$ cat src/rtl/vx_gpr_bank_arb.sv
// GPR bank read scheduler: per-bank round-robin grant, writeback bank blocking, tagged response pipeline.
// Optional stall counter port perf_stalls is present only when GPR_ARB_PERF_EN is defined.
module vx_gpr_bank_arb #(
  parameter int NUM_REQS      = 4,
  parameter int NUM_BANKS     = 4,
  parameter int REG_IDX_BITS  = 8,
  parameter int TAG_WIDTH     = 2,
  parameter int READ_LATENCY  = 1,
  parameter int PERF_CTR_BITS = 16,
  localparam int BB       = $clog2(NUM_BANKS),
  localparam int BBW      = (BB > 0) ? BB : 1,
  localparam int RQB      = (NUM_REQS > 1) ? $clog2(NUM_REQS) : 1,
  localparam int ROW_BITS = REG_IDX_BITS - BB
) (
  input  logic                            clk,
  input  logic                            reset,
  input  logic [NUM_REQS-1:0]             req_valid,
  input  logic [NUM_REQS*REG_IDX_BITS-1:0] req_reg,
  input  logic [NUM_REQS*TAG_WIDTH-1:0]   req_tag,
  output logic [NUM_REQS-1:0]             req_ready,
  input  logic                            wb_valid,
  input  logic [REG_IDX_BITS-1:0]         wb_reg,
  output logic [NUM_BANKS-1:0]            bank_rd_en,
  output logic [NUM_BANKS*ROW_BITS-1:0]   bank_rd_addr,
  output logic [NUM_BANKS*RQB-1:0]        bank_rd_req,
  output logic [NUM_REQS-1:0]             rsp_valid,
  output logic [NUM_REQS*BBW-1:0]         rsp_bank,
  output logic [NUM_REQS*TAG_WIDTH-1:0]   rsp_tag
`ifdef GPR_ARB_PERF_EN
  ,
  output logic [PERF_CTR_BITS-1:0]        perf_stalls
`endif
);

  logic [BBW-1:0]      req_bank [NUM_REQS];
  logic [ROW_BITS-1:0] req_row  [NUM_REQS];
  logic [BBW-1:0]      wb_bank;

  logic [NUM_BANKS-1:0] grant_vld;
  logic [RQB-1:0]       grant_idx [NUM_BANKS];
  logic [RQB-1:0]       rr_ptr_q  [NUM_BANKS];
  logic [RQB-1:0]       rr_ptr_d  [NUM_BANKS];
  logic [NUM_REQS-1:0]  fire;

  logic [NUM_REQS-1:0]           pv_q [READ_LATENCY];
  logic [NUM_REQS-1:0]           pv_d [READ_LATENCY];
  logic [NUM_REQS*BBW-1:0]       pb_q [READ_LATENCY];
  logic [NUM_REQS*BBW-1:0]       pb_d [READ_LATENCY];
  logic [NUM_REQS*TAG_WIDTH-1:0] pt_q [READ_LATENCY];
  logic [NUM_REQS*TAG_WIDTH-1:0] pt_d [READ_LATENCY];

  genvar gi;

  // Low index bits pick the bank, the rest form the row; a single bank uses the full index as row.
  generate
    for (gi = 0; gi < NUM_REQS; gi++) begin : g_map
      logic [REG_IDX_BITS-1:0] reg_i;
      assign reg_i        = req_reg[gi*REG_IDX_BITS +: REG_IDX_BITS];
      assign req_bank[gi] = (BB > 0) ? reg_i[BBW-1:0] : '0;
      assign req_row[gi]  = ROW_BITS'(reg_i >> BB);
    end
  endgenerate

  assign wb_bank = (BB > 0) ? wb_reg[BBW-1:0] : '0;

  always_comb begin
    int idx;
    idx       = 0;
    grant_vld = '0;
    req_ready = '0;
    for (int b = 0; b < NUM_BANKS; b++) begin
      grant_idx[b] = '0;
      rr_ptr_d[b]  = rr_ptr_q[b];
    end
    for (int b = 0; b < NUM_BANKS; b++) begin
      if (!reset && !(wb_valid && (wb_bank == BBW'(b)))) begin
        for (int k = 0; k < NUM_REQS; k++) begin
          idx = (int'(rr_ptr_q[b]) + k) % NUM_REQS;
          if (!grant_vld[b] && req_valid[idx] && (req_bank[idx] == BBW'(b))) begin
            grant_vld[b] = 1'b1;
            grant_idx[b] = RQB'(idx);
          end
        end
      end
      if (grant_vld[b]) begin
        req_ready[grant_idx[b]] = 1'b1;
        rr_ptr_d[b] = (grant_idx[b] == RQB'(NUM_REQS - 1)) ? '0 : grant_idx[b] + RQB'(1);
      end
    end
  end

  always_comb begin
    bank_rd_addr = '0;
    bank_rd_req  = '0;
    for (int b = 0; b < NUM_BANKS; b++) begin
      if (grant_vld[b]) begin
        bank_rd_addr[b*ROW_BITS +: ROW_BITS] = req_row[grant_idx[b]];
        bank_rd_req[b*RQB +: RQB]            = grant_idx[b];
      end
    end
  end

  assign bank_rd_en = grant_vld;
  assign fire       = req_valid & req_ready;

  // Response shift register; bank/tag are zeroed on idle slots so outputs stay clean.
  always_comb begin
    for (int s = 0; s < READ_LATENCY; s++) begin
      pv_d[s] = '0;
      pb_d[s] = '0;
      pt_d[s] = '0;
    end
    pv_d[0] = fire;
    for (int i = 0; i < NUM_REQS; i++) begin
      if (fire[i]) begin
        pb_d[0][i*BBW +: BBW]             = req_bank[i];
        pt_d[0][i*TAG_WIDTH +: TAG_WIDTH] = req_tag[i*TAG_WIDTH +: TAG_WIDTH];
      end
    end
    for (int s = 1; s < READ_LATENCY; s++) begin
      pv_d[s] = pv_q[s-1];
      pb_d[s] = pb_q[s-1];
      pt_d[s] = pt_q[s-1];
    end
  end

  always_ff @(posedge clk) begin
    if (reset) begin
      for (int b = 0; b < NUM_BANKS; b++) rr_ptr_q[b] <= '0;
      for (int s = 0; s < READ_LATENCY; s++) begin
        pv_q[s] <= '0;
        pb_q[s] <= '0;
        pt_q[s] <= '0;
      end
    end else begin
      rr_ptr_q <= rr_ptr_d;
      pv_q     <= pv_d;
      pb_q     <= pb_d;
      pt_q     <= pt_d;
    end
  end

  // A read still sitting at the pipe output while reset is high is discarded, not reported.
  assign rsp_valid = pv_q[READ_LATENCY-1] & {NUM_REQS{~reset}};
  assign rsp_bank  = pb_q[READ_LATENCY-1];
  assign rsp_tag   = pt_q[READ_LATENCY-1];

`ifdef GPR_ARB_PERF_EN
  logic [PERF_CTR_BITS-1:0] perf_q;
  logic [PERF_CTR_BITS-1:0] perf_d;

  always_comb begin
    perf_d = perf_q;
    if (|(req_valid & ~req_ready) && (perf_q != '1)) perf_d = perf_q + PERF_CTR_BITS'(1);
  end

  always_ff @(posedge clk) begin
    if (reset) perf_q <= '0;
    else       perf_q <= perf_d;
  end

  assign perf_stalls = perf_q;
`endif

  // A pending (valid, not yet granted) request must keep its register index and tag.
  generate
    for (gi = 0; gi < NUM_REQS; gi++) begin : g_hold_chk
      assert property (@(posedge clk) disable iff (reset)
        (req_valid[gi] && $past(req_valid[gi] && !req_ready[gi] && !reset)) |->
          ((req_reg[gi*REG_IDX_BITS +: REG_IDX_BITS] == $past(req_reg[gi*REG_IDX_BITS +: REG_IDX_BITS])) &&
           (req_tag[gi*TAG_WIDTH +: TAG_WIDTH] == $past(req_tag[gi*TAG_WIDTH +: TAG_WIDTH]))));
    end
  endgenerate

endmodule

$ cat config.mk
export PLATFORM = sky130hd
export DESIGN_NAME = vx_gpr_bank_arb
export DESIGN_NICKNAME = d
export VERILOG_FILES = /design/src/rtl/vx_gpr_bank_arb.sv
export SDC_FILE = /design/constraint.sdc
export NUM_CORES = 1
export LEC_CHECK = 0
export BUFFER_PORTS_ARGS = -buffer_cell sky130_fd_sc_hd__buf_2
export CAP_MARGIN = 25
export CORE_ASPECT_RATIO = 2
export CORE_MARGIN = 4
export CORE_UTILIZATION = 37
export DETAILED_ROUTE_END_ITERATION = 16
export HOLD_SLACK_MARGIN = 0.12
export PLACE_DENSITY_LB_ADDON = 0.15
export SLEW_MARGIN = 20
export SYNTH_ARGS = -nofsm -noshare
export SYNTH_HDL_FRONTEND = slang
export SYNTH_SLANG_ARGS = --single-unit
$ cat constraint.sdc
create_clock -name clk -period 2.97 [get_ports clk]
set_input_delay 0.297 -clock clk [delete_from_list [all_inputs] [get_ports clk]]
set_output_delay 0.297 -clock clk [all_outputs]
set_load 0.01 [all_outputs]
Word-level counts from Yosys, hierarchy flattened
Cells that the tools add are included.
Storage, ports and cells
  flip-flop bits (word level): 28
  output and inout port bits: 60
  logic and storage cells: 392
  bits of input ports: 55
Operators by class
  bitwise gates (word level): 42
  eq/ne operators: 19
  magnitude comparators: 44
  muxes and demuxes: 180
  add/sub/neg operators: 16
  reduce and logical (&&, ||, !) cells: 78
Operators by type and width (number)
  $ge 32x3->1 const B: 16
  $not 32->32: 12
  $not 2->32: 4
  $mux 2: 60
  $mux 6: 12
  $bmux 2 s2: 16
  $mux 1: 64
  $bmux 6 s2: 4
  $lt 3x4->1 const B: 12
  $logic_and 1x1->1: 40
  $bmux 1 s2: 16
  $reduce_or 2->1: 16
  $eq 2x2->1 const B: 14
  $lt 2x3->1 const B: 8
  $logic_not 1->1: 17
  $add 2x1->2 const B: 8
  $add 2x2->2 const B: 8
  $mux 4: 4
  $and 1x1->1 const A: 12
  $ge 3x3->1 const B: 4
  $not 2->3: 4
  $or 4x4->4: 3
  $eq 2x1->1 const B: 5
  $logic_not 2->1: 5
  4 further kinds: 15

Depth between registers and ports, before layout
  depth after elaboration: 37
  gate-level depth with buffers: 11

Worst setup path after synthesis
Ideal clock, no wire load.
  path kind: input to output
  from: input req_reg[16]
  to: output req_ready[1]
  data arrival time: 2.042 ns
  path slack: 0.631 ns
  cell stages on the path: 9
  path through: or3b_1 > o21a_1 > a22oi_4 > and2_4 > buf_12 > inv_1 > ha_1 > a32oi_1 > nand2_1
Between the ends
  longest elaborated chain between the ends: 33
  elaborated cells on any way between the ends: 183
RTL lines
  start: declaration: RTL line 18  | input logic [NUM_REQS*REG_IDX_BITS-1:0] req_reg,
  $bmux 2 s2: RTL line 79  | if (!grant_vld[b] && req_valid[idx] && (req_bank[idx] == BBW'(b))) begin
  $mux 2 (not written as such) (2 in a row): RTL line 79
  $logic_not 2->1: RTL line 79
  $logic_and 1x1->1: RTL line 79
  $mux 1: RTL line 79
  $mux 1: RTL line 76  | if (!reset && !(wb_valid && (wb_bank == BBW'(b)))) begin
  $logic_not 1->1: RTL line 79
  $logic_and 1x1->1 (2 in a row): RTL line 79
  (+15 left out)
  $demux 1 s2: RTL line 86  | req_ready[grant_idx[b]] = 1'b1;
  $mux 4: RTL line 85  | if (grant_vld[b]) begin
  $or 4x4->4 (no line)
  $mux 4: RTL line 85
  $or 4x4->4 (no line)
  $mux 4: RTL line 85
  $or 4x4->4 (no line)
  $mux 4 *: RTL line 85
  end: declaration: RTL line 20  | output logic [NUM_REQS-1:0] req_ready,
Mark *: on every way between the ends. The rest lies on a longest branch, timed or not. The select of a mux whose other input is x is not followed.

Final worst setup path
  from: input req_reg[8]
  to: output req_ready[0]
The elaborated chain is that of the path after synthesis.

==> run summary <==
Status - finished clean
Cts repair resizes - 0
Port bufs - 108
Post-route cell area - 3340 um2
Post-CTS Setup Bufs - 0
Synthesized cell area - 2610 um2
Clock share of power - 0.255
Post-route DRC - 0
Int Pwr - 0.000773 W
FF-to-FF Start - rr_ptr_q[7]
Final Skew - 0.00625 ns
Crit path capture type - output pin
Overflow after GRT - 0
Fin nets - 502
Syn Nets - 391
Sw Ratio - 0.349
Share of cells above drive strength 1 - 0.326
FF+latch count, synth - 28
Starting Density - 0.379
Bufs on Longest Clock Path - 2
Core Footprint - 6890 um2
Worst Path Required - 2.67 ns
CTS tree - built
Switching power - 0.000414 W
Peak Freq - 352 MHz
Setup tns final - 0 ns
Top FF cell, synth - dfxtp_1
Vias in the first global route - 2794
Total Power - 0.00119 W
Power per cell area - 355 nW/um2
Inserted Clock Buffers - 3
Reg2Reg Capture Point - rsp_bank[1]
Max Cap Viol - 0
GP Congestion - 0.886
First-pass GRT wire length - 13100 um
Initial antenna violation count - 0
Num ports - 115
Most frequent cells in the layout - buf_2, mux2i_1, nand2_1
DIE AREA - 8550 um2
Clk_lat worst skew - 0.27 ns
Root Buffer Master - clkbuf_16
Vias post-DR - 2794
N_diodes - 0
Clock slew at reported path FFs - 0.07 ns
Min-delay src - req_tag[1]
YS warnings - 0
Pleak - 1.80 nW
Worst-path maximum fanout - 8
Pin count of the biggest net entering global routing - 21
Sink Count - 28
RSZ-0062 raised after global routing - false
Worst Path Arrival - 2.54 ns
Layout area overhead - 28.1%
Final Max Slew Viols - 0
Most common cell after layout, fill and taps aside - buf_2
Measured slew at the worst slew-check pin - 0.514 ns
All-layer global routing usage - 0.197
Cell Area, Placed - 3270 um2
Worst reg2reg path depth - 9
Ys async rst share - 0
Die width - 67.4 um
Htree depth - 1
Yosys cell types - 52
Hold path cells - 2
Vias per cell - 5.38
Final hold vios - 0
Tmin final - 2.84 ns
DPL Wire Length - 6850 um
Slew margin rel. - 0.657
Post-Synthesis Cells - 320
Kind of critical path - in -> out
Fillers - 722
ANT nets after route - 0
Die Ht - 127 um
Post-synth EDFFs - 0
Hold Path Class - in -> reg
Mapped Avg Cell Area - 8.16 um2
Seq/Total Area, Yosys - 0.215
Flop2flop setup slack - 0.68 ns
Logic pwr share - 0.396
Setup crit start kind - input port
DR iter-0 viols - 105
# hold bufs at CTS - 0
Period utilisation layout - 0.955
Flop pwr share - 0.350
Routed wire per std cell - 16.0 um
DRT Pass-1 Iters - 4
Final wirelength - 8300 um
Hold EP - rsp_tag[1]
Worst VDD drop - 0.187 mV
FP Rows - 43
Setup violators final - 0
[worst max-delay path, cell delays in order]
cell and delay (ns):
buf_2 0.13, or3b_1 0.50, nand2b_1 0.22, a21oi_1 0.18, o311a_1 0.21, inv_1 0.16
ha_1 0.25, a32oi_1 0.34, nand2_1 0.10, buf_2 0.15
[cells by family after synthesis]
group	Yosys count	share of synthesized area
AOI/OAI and AO/OA	88	0.239
adders and majority gates	16	0.0767
buffers and inverters	32	0.0623
DFF	28	0.215
muxes	48	0.184
and+or+nand+nor	108	0.224
[synth_stat cells, types with 2 or more instances]
cell type,count,share of area
dfxtp_1,28,0.21
a32oi_1,4,0.013
o21ai_0,7,0.013
buf_6,3,0.013
nor2b_1,4,0.0096
o21a_1,2,0.0057
and3b_1,3,0.010
o31ai_1,2,0.0057
a21oi_1,27,0.052
o211ai_2,2,0.0096
a31oi_1,2,0.0048
ha_1,16,0.077
and2_1,17,0.041
nand4_1,4,0.0096
inv_1,17,0.024
clkbuf_1,8,0.012
nand3b_1,4,0.012
o31a_1,2,0.0067
a21o_1,3,0.0086
a21o_2,3,0.010
mux2i_1,48,0.18
o22ai_1,13,0.031
nand3_1,8,0.015
o21bai_1,2,0.0057
nand2b_1,2,0.0048
nor3_1,3,0.0057
o311a_1,2,0.0077
buf_2,3,0.0057
nor3b_1,2,0.0057
nand2_1,33,0.047
a22oi_1,5,0.014
or3b_1,3,0.010
a221oi_1,2,0.0067
o211ai_1,3,0.0086
nor2_1,16,0.023
[how the worst max path moves through the flow]
stage	cells after the start	startpoint	end
CTS	10	req_reg[8]	req_ready[0]
floorplan	9	req_reg[16]	req_ready[1]
global route	10	req_reg[8]	req_ready[0]
detailed placement	10	req_reg[8]	req_ready[0]
finish	10	req_reg[8]	req_ready[0]
global placement	10	req_reg[8]	req_ready[0]
[final cells by class]
cell class | count | area, um2 | area share
tap | 90 | 113 | 0.0337
multi-input combinational | 260 | 1890 | 0.566
clock buffer | 3 | 75.1 | 0.0224
timing repair buffer | 121 | 638 | 0.191
sequential | 28 | 561 | 0.168
inverter | 17 | 63.8 | 0.0191
[power groups by stage]
stage / clock network [W] / registers (W) / logic, W
detailed placement: 0 / 0.000423 / 0.000471
global placement: 0 / 0.000422 / 0.000464
CTS: 0.000311 / 0.000414 / 0.000473
floorplan: 0 / 0.000415 / 0.000300
global route: 0.000326 / 0.000418 / 0.000517
finish: 0.000302 / 0.000415 / 0.000469
[metal layers]
| layer | global-route usage | routed length [um] | vias up |
|---|---|---|---|
| met1 | 0.200 | 3040 | 1273 |
| li1 | - | - | 1390 |
| met3 | 0.0213 | 538 | 15 |
| met4 | 0.0909 | 280 | 0 |
| met2 | 0.376 | 4450 | 116 |
| met5 | 0 | 0 | - |
[state kept, by name, summed over array words and instances (netlist names)]
name	flops
rsp_tag	8
pv_q	4
rsp_bank	8
rr_ptr_q	8
[metrics by stage]
stage / utilization / std cells / hold WS, ns / worst slack (ns)
floorplan: - / 320 / 0.419 / 0.631
finish: 0.486 / 519 / 0.228 / 0.133
CTS: 0.486 / 519 / 0.227 / 0.158
detailed placement: 0.475 / 516 / 0.500 / 0.169
global placement: 0.475 / 516 / 0.498 / 0.205
global route: 0.486 / 519 / 0.232 / 0.0551
Power figures use the tool's default switching activity.
